===== src/rtl/crypto1_stream_ctrl.sv =====
// Byte-wide stream cipher sequencer around a Crypto1 keystream core.
// Loads and primes the core, then XORs plaintext bytes LSB-first and appends encrypted odd parity.
module crypto1_stream_ctrl #(
  parameter int CNT_W = 16
) (
  input  logic             CLK,
  input  logic             RESETn,
  input  logic             PARITY_EN,
  input  logic [47:0]      KEY_IN,
  input  logic             KEY_LOAD,
  output logic             KEYED,
  output logic             BUSY,
  input  logic             IN_VALID,
  output logic             IN_READY,
  input  logic [7:0]       IN_DATA,
  output logic             OUT_VALID,
  input  logic             OUT_READY,
  output logic [7:0]       OUT_DATA,
  output logic             OUT_PAR,
  output logic [CNT_W-1:0] BYTE_CNT,
  output logic [47:0]      C1_KEY,
  output logic             C1_INIT,
  output logic             C1_STB,
  input  logic             C1_OUT
);

  typedef enum logic [2:0] {
    UNKEYED,
    LOAD,
    PRIME,
    READY,
    SHIFT,
    PAR,
    OUT
  } state_t;

  state_t           state_reg;
  logic             keyed_reg;
  logic             busy_reg;
  logic             in_ready_reg;
  logic             out_valid_reg;
  logic [7:0]       out_data_reg;
  logic             out_par_reg;
  logic [CNT_W-1:0] byte_cnt_reg;
  logic [47:0]      key_reg;
  logic             init_reg;
  logic             stb_reg;
  logic [7:0]       plain_reg;
  logic [7:0]       shift_reg;
  logic [7:0]       cipher_reg;
  logic [2:0]       bit_idx_reg;

  logic             cipher_bit;
  logic [7:0]       cipher_next;
  logic             parity_next;

  // Cipher bits enter at the MSB so that after 8 shifts bit0 holds the first keystream bit.
  assign cipher_bit  = shift_reg[0] ^ C1_OUT;
  assign cipher_next = {cipher_bit, cipher_reg[7:1]};
  assign parity_next = (~^plain_reg) ^ C1_OUT;

  always_ff @(posedge CLK) begin
    if (!RESETn) begin
      state_reg     <= UNKEYED;
      keyed_reg     <= 1'b0;
      busy_reg      <= 1'b0;
      in_ready_reg  <= 1'b0;
      out_valid_reg <= 1'b0;
      out_data_reg  <= 8'h00;
      out_par_reg   <= 1'b0;
      byte_cnt_reg  <= '0;
      key_reg       <= 48'h0;
      init_reg      <= 1'b0;
      stb_reg       <= 1'b0;
      plain_reg     <= 8'h00;
      shift_reg     <= 8'h00;
      cipher_reg    <= 8'h00;
      bit_idx_reg   <= 3'd0;
    end else if (KEY_LOAD) begin
      // A key load wins over any handshake and abandons work in flight.
      state_reg     <= LOAD;
      key_reg       <= KEY_IN;
      init_reg      <= 1'b1;
      stb_reg       <= 1'b0;
      keyed_reg     <= 1'b0;
      busy_reg      <= 1'b1;
      in_ready_reg  <= 1'b0;
      out_valid_reg <= 1'b0;
      byte_cnt_reg  <= '0;
    end else begin
      init_reg <= 1'b0;
      stb_reg  <= 1'b0;
      case (state_reg)
        UNKEYED: begin
          busy_reg <= 1'b0;
        end
        LOAD: begin
          state_reg <= PRIME;
          stb_reg   <= 1'b1;
          busy_reg  <= 1'b1;
        end
        PRIME: begin
          state_reg    <= READY;
          keyed_reg    <= 1'b1;
          busy_reg     <= 1'b0;
          in_ready_reg <= 1'b1;
        end
        READY: begin
          if (IN_VALID) begin
            plain_reg    <= IN_DATA;
            shift_reg    <= IN_DATA;
            bit_idx_reg  <= 3'd0;
            state_reg    <= SHIFT;
            stb_reg      <= 1'b1;
            busy_reg     <= 1'b1;
            in_ready_reg <= 1'b0;
          end
        end
        SHIFT: begin
          cipher_reg  <= cipher_next;
          shift_reg   <= {1'b0, shift_reg[7:1]};
          bit_idx_reg <= bit_idx_reg + 3'd1;
          if (bit_idx_reg == 3'd7) begin
            if (PARITY_EN) begin
              state_reg <= PAR;
            end else begin
              state_reg     <= OUT;
              busy_reg      <= 1'b0;
              out_valid_reg <= 1'b1;
              out_data_reg  <= cipher_next;
              out_par_reg   <= 1'b0;
            end
          end else begin
            stb_reg <= 1'b1;
          end
        end
        PAR: begin
          // No strobe here: the bit used for parity also encrypts bit0 of the next byte.
          state_reg     <= OUT;
          busy_reg      <= 1'b0;
          out_valid_reg <= 1'b1;
          out_data_reg  <= cipher_reg;
          out_par_reg   <= parity_next;
        end
        OUT: begin
          if (OUT_READY) begin
            state_reg     <= READY;
            out_valid_reg <= 1'b0;
            in_ready_reg  <= 1'b1;
            if (byte_cnt_reg != '1) begin
              byte_cnt_reg <= byte_cnt_reg + CNT_W'(1);
            end
          end
        end
        default: begin
          state_reg <= UNKEYED;
        end
      endcase
    end
  end

  assign KEYED     = keyed_reg;
  assign BUSY      = busy_reg;
  assign IN_READY  = in_ready_reg;
  assign OUT_VALID = out_valid_reg;
  assign OUT_DATA  = out_data_reg;
  assign OUT_PAR   = out_par_reg;
  assign BYTE_CNT  = byte_cnt_reg;
  assign C1_KEY    = key_reg;
  assign C1_INIT   = init_reg;
  assign C1_STB    = stb_reg;

endmodule


===== config.mk =====
export PLATFORM = sky130hd
export DESIGN_NAME = crypto1_stream_ctrl
export DESIGN_NICKNAME = d
export VERILOG_FILES = /design/src/rtl/crypto1_stream_ctrl.sv
export SDC_FILE = /design/constraint.sdc
export NUM_CORES = 1
export LEC_CHECK = 0
export ABC_AREA = 1
export CORE_ASPECT_RATIO = 1.75
export CORE_MARGIN = 2
export CORE_UTILIZATION = 42
export DETAILED_ROUTE_END_ITERATION = 8
export GPL_TIMING_DRIVEN = 0
export PLACE_DENSITY_LB_ADDON = 0.25
export SLEW_MARGIN = 20
export SYNTH_ARGS = -nofsm -noshare
export SYNTH_HDL_FRONTEND = slang
export SYNTH_SLANG_ARGS = --single-unit

===== constraint.sdc =====
create_clock -name CLK -period 1.6 [get_ports CLK]
set_input_delay 0.32 -clock CLK [delete_from_list [all_inputs] [get_ports CLK]]
set_output_delay 0.32 -clock CLK [all_outputs]
set_load 0.005 [all_outputs]

; After elaboration in Yosys (flattened, before gate mapping)
; Index checks and enable logic that the tools add are counted.
[word_totals]
register_bits = 109
wordCells = 89
[classes]
add_sub_neg = 2
n_eq_ne = 17
muxes = 30
bitwise_logic = 5
reduce_logical = 19
[op_table]
columns = cell, n
row1 = $pmux 8 s2, 2
row2 = $mux 8, 3
row3 = $pmux 3 s7, 1
row4 = $reduce_and 4->1, 5
row5 = $add 16x1->16 const B, 1
row6 = $ne 16x16->1 const B, 1
row7 = $mux 1, 13
row8 = $eq 3x3->1 const B, 4
row9 = $mux 3, 4
row10 = $ne 3x3->1 const B, 4
row11 = $reduce_and 3->1, 4
row12 = $ne 2x2->1 const B, 5
row13 = $pmux 1 s3, 3
row14 = $reduce_xnor 8->1, 1
row15 = $eq 3x2->1 const B, 2
row16 = $pmux 3 s2, 1
row17 = $reduce_bool 3->1, 2
row18 = $reduce_bool 5->1, 1
row19 = $pmux 1 s4, 1
row20 = $reduce_bool 2->1, 2
row21 = $add 3x1->3 const B, 1
row22 = $eq 3x1->1 const B, 1
row23 = $logic_not 3->1, 1
row24 = $not 1->1, 3
row25 = 6 further kinds, 7

; Logic depth before layout (Yosys ltp)
[depth]
word_depth = 4
depth_mapped = 10
mapped_depth_nobuf = 10

; Least setup slack after synthesis
; OpenSTA, ideal clock, no wires.
[synth_path]
kind = reg-to-reg
startpoint = reg byte_cnt_reg[0] (netlist: BYTE_CNT[0])
endpoint = reg byte_cnt_reg[11] (netlist: BYTE_CNT[11])
setup_time_ns = 0.132
t_arrival_ns = 1.404
setup_slack_ns = 0.064
stages_incl_launch_ff = 10
path_buffers = 1
synth_period_minus_slack_ns = 1.536
path_cell_list = dfxtp_1 ha_1 inv_1 nor2_1 nand2_2 nor2_2 nor2_4 buf_6 nand2_1 a21oi_1
[synth_between]
elab_chain_len = 2
elab_cells_between_ends = 3
classes_between = add/sub (1) / eq/ne (1) / reduce/logical (1)
[synth_rtl]
columns = item, line_no
row1 = from (decl), 44  ; logic [CNT_W-1:0] byte_cnt_reg;
row2 = from (signal assigned), 151  ; byte_cnt_reg <= byte_cnt_reg + CNT_W'(1);
row3 = branches (longest 2 deep; another with $add 16x1->16), -
; Parallel ways; which one is timed is not known.
; A chain may end at the register's enable or synchronous reset.

; Final worst setup path
[layout_path]
startpoint = reg byte_cnt_reg[12] (netlist: BYTE_CNT[12])
endpoint = out BYTE_CNT[12]
[layout_rtl]
columns = item, line_no
row1 = to (decl), 20  ; output logic [CNT_W-1:0] BYTE_CNT,
; No word-level cell between the ends.

==> flow_metrics.env <==
export IMPL_ys_seq_elements=109
export IMPL_cp_max_fo=4
export IMPL_via_count=4326
export IMPL_instances_no_fill=847
export IMPL_fin_skew_ns=0.00856
export IMPL_yosysSeqAreaShare=0.490
export IMPL_clockRootBuffer="clkbuf_16"
export IMPL_core_area_um2=10300
export IMPL_utilization=0.632
export IMPL_post_place_ws_ns=-0.580
export IMPL_worstMarginPinSlew_ns=0.462
export IMPL_multi_input_area_um2=2020
export IMPL_ant_nets=0
export IMPL_clkSlewWorstSetupHoldPaths_ns=0.07
export IMPL_cts_sinks=109
export IMPL_die_w_um=81.8
export IMPL_dp_cells=820
export IMPL_antenna_found_initial=0
export IMPL_slew_headroom=0.692
export IMPL_crit_start="BYTE_CNT[12]$_SDFFE_PP0P_"
export IMPL_first_global_vias=4353
export IMPL_whs_ns=0.377
export IMPL_status="finished clean"
export IMPL_place_congestion=0.863
export IMPL_slowest_delay_ns=0.52
export IMPL_grt_usage=0.214
export IMPL_synth_top_cells_by_area="dfxtp_1 (49%), nand2_1 (9.9%), a22o_1 (9.4%)"
export IMPL_drc=0
export IMPL_htree_levels=3
export IMPL_worstHoldPathCells=3
export IMPL_clockBufferDepth=2
export IMPL_syn_to_final_growth_pct=46.2
export IMPL_rows=49
export IMPL_timing_fmax_mhz=638
export IMPL_power_density_nw_per_um2=853
export IMPL_vdd_ir_drop_max_mv=0.594
export IMPL_timing_rr_start="BYTE_CNT[1]$_SDFFE_PP0P_"
export IMPL_synthFlopType="dfxtp_1"
export IMPL_grt_ovfl_total=0
export IMPL_diodes=0
export IMPL_die_h_um=140
export IMPL_finalMaxSlewViolations=0
export IMPL_num_io_pins=142
export IMPL_fin_crit_ns=1.57
export IMPL_min_to="BUSY$_SDFFE_PN0P_"
export IMPL_grt_max_degree=18
export IMPL_cts_tree="built"
export IMPL_layout_drive_gt1_share=0.117
export IMPL_wl_um=12100
export IMPL_die_area_um2=11500
export IMPL_synth_largest_area_cell="dfxtp_1"
export IMPL_nets=781
export IMPL_hpwl_um=9110
export IMPL_critPathTopFamily="buffers and inverters"
export IMPL_hold_viol=0
export IMPL_seq_area_um2=2210
export IMPL_arrival_ns=1.25
export IMPL_avgViaCountPerCell=5.11
export IMPL_initial_core_util=0.432
export IMPL_required_ns=1.28
export IMPL_syn_nets=618
export IMPL_path_cells="clkdlybuf4s50_1"
export IMPL_wl_per_cell_um=14.3
export IMPL_total_power_mw=5.55
export IMPL_stdcell_area_um2=6510
export IMPL_first_pass_iters=5
export IMPL_crit_buf_inv=1
export IMPL_post_route_period_util=0.979
export IMPL_fin_ws_ns=0.0337
export IMPL_path_class="register to output pin"
export IMPL_hold_start="RESETn"
export IMPL_drt_iter0_drc=247
export IMPL_timing_rr_end="BYTE_CNT[9]$_SDFFE_PP0P_"
export IMPL_p_leak_nw=2.60
export IMPL_ctsHoldBuffers=0
export IMPL_post_dp_cell_area_um2=6020
export IMPL_syn_avg_cell_area_um2=8.06
export IMPL_netlist_instances=552
export IMPL_maxCapViolCount=0
export IMPL_largest_register_ffs=48
export IMPL_finalSetupViolations=0
export IMPL_cp_end_kind="output pin"
export IMPL_synthArstFlopShare=0
export IMPL_synth_edff_count=0
export IMPL_fill_cells=884
export IMPL_netlist_area_um2=4450
export IMPL_worstHoldPathType="input pin to register"
export IMPL_r2r_cells=8
export IMPL_clock_latency_ns=0.35
export IMPL_slowest_stage="clkdlybuf4s50_1"
export IMPL_grt_pass1_wl_um=19500
export IMPL_synth_top_area_frac=0.490
export IMPL_r2r_setup_slack_ns=0.07
export IMPL_numCtsBuffers=9
export IMPL_cp_start_kind="register"
export IMPL_synth_cell_type_count=32
export IMPL_setup_tns_ns=0
export IMPL_portBuffers=141
export IMPL_yosysWarningCount=0
-- area by class of cell --
cell class,count,area share
flip-flops and latches,109,0.340
multi-input cells,366,0.311
repair buffers,152,0.230
clock buffers,12,0.0379
inverters,54,0.0311
well taps,127,0.0244
plain buffers,23,0.0204
clock inverters,4,0.00500
-- what timing repair did --
item / in CTS / in global routing
buffers inserted: 0 / 11
pin swaps: 0 / 5
endpoints found under the setup margin: 36 / 62
resized for setup: 21 / 26
-- metal layers --
layer / vias to the layer above / track usage / share of wire / wire length, um
li1: 2172 / - / - / -
met1: 1968 / 0.231 / 0.39 / 4690
met2: 159 / 0.383 / 0.52 / 6340
met3: 27 / 0.0535 / 0.064 / 780
met4: 0 / 0.0912 / 0.025 / 299
met5: - / 0 / 0 / 0
-- report_power, final --
group | switching [mW] | total (mW) | leakage, nW | internal (mW)
Sequential | 0.0546 | 2.86 | 0.900 | 2.80
Clock | 0.999 | 2.11 | 0.129 | 1.11
Combinational | 0.223 | 0.587 | 1.58 | 0.365
Total | 1.28 | 5.55 | 2.60 | 4.27
-- worst register-to-register path, stage by stage, from the launching register on --
cell and delay, ns:
dfxtp_2 0.38, ha_4 0.17, inv_2 0.06, nor2_4 0.16
nand2_2 0.10, o21ai_4 0.18, buf_6 0.17, nand2_1 0.06
a21oi_1 0.17
-- cells in the final DEF, fill, tap and decap left out, types with 2 or more instances in the layout --
cell,instances
clkdlybuf4s50_1,138
nand2_1,118
dfxtp_1,90
inv_1,48
a22o_1,48
nor2_1,47
o21ai_0,46
a21oi_1,39
dfxtp_2,16
buf_4,14
nand3_1,13
clkbuf_1,12
clkbuf_16,9
a31oi_1,8
xor2_1,7
buf_2,6
nand2_2,5
inv_2,5
nor3_1,5
dfxtp_4,3
nor2_2,3
nor2_4,3
xnor2_1,3
ha_4,3
o21ai_2,2
a22oi_1,2
nand3b_1,2
o21ai_1,2
nor3_4,2
buf_6,2
nand4_1,2
clkinvlp_4,2
dlymetal6s2s_1,2
-- cell families (layout without fill, tap and decap cells) --
| logic type | after synthesis | in the layout | share of synthesized area |
|---|---|---|---|
| xor+xnor | 10 | 10 | 0.0197 |
| compound gates | 150 | 150 | 0.216 |
| flops | 109 | 109 | 0.490 |
| fa+ha+maj | 3 | 3 | 0.00843 |
| buf+inv | 77 | 245 | 0.0722 |
| simple gates | 203 | 203 | 0.194 |
-- synth_stat cells (3+ instances only) --
master      n
nand3_1    14
a31oi_1     8
ha_1        3
inv_2       3
nor2_1     49
o21ai_0    47
nor2_2      3
dfxtp_1   109
a22o_1     48
xor2_1      7
nand2_1   118
buf_2       8
o21ai_2     3
nand2_2     5
xnor2_1     3
clkbuf_1   11
nor3_1      6
inv_1      50
a21oi_1    39
-- how the worst max path moves through the flow --
stage | endpoint | slack [ns] | depth (start not counted)
2_1_floorplan | BYTE_CNT[11]$_SDFFE_PP0P_ | 0.06 | 9
3_3_place_gp | BYTE_CNT[11]$_SDFFE_PP0P_ | -0.53 | 7
3_5_place_dp | BYTE_CNT[9]$_SDFFE_PP0P_ | -0.58 | 7
4_1_cts | OUT_DATA[4]$_SDFFE_PN0P_ | 0.004 | 9
5_1_grt | OUT_DATA[4]$_SDFFE_PN0P_ | -0.005 | 9
6_report | BYTE_CNT[12] | 0.03 | 1
No activity file was read; power rests on OpenSTA's default activity.
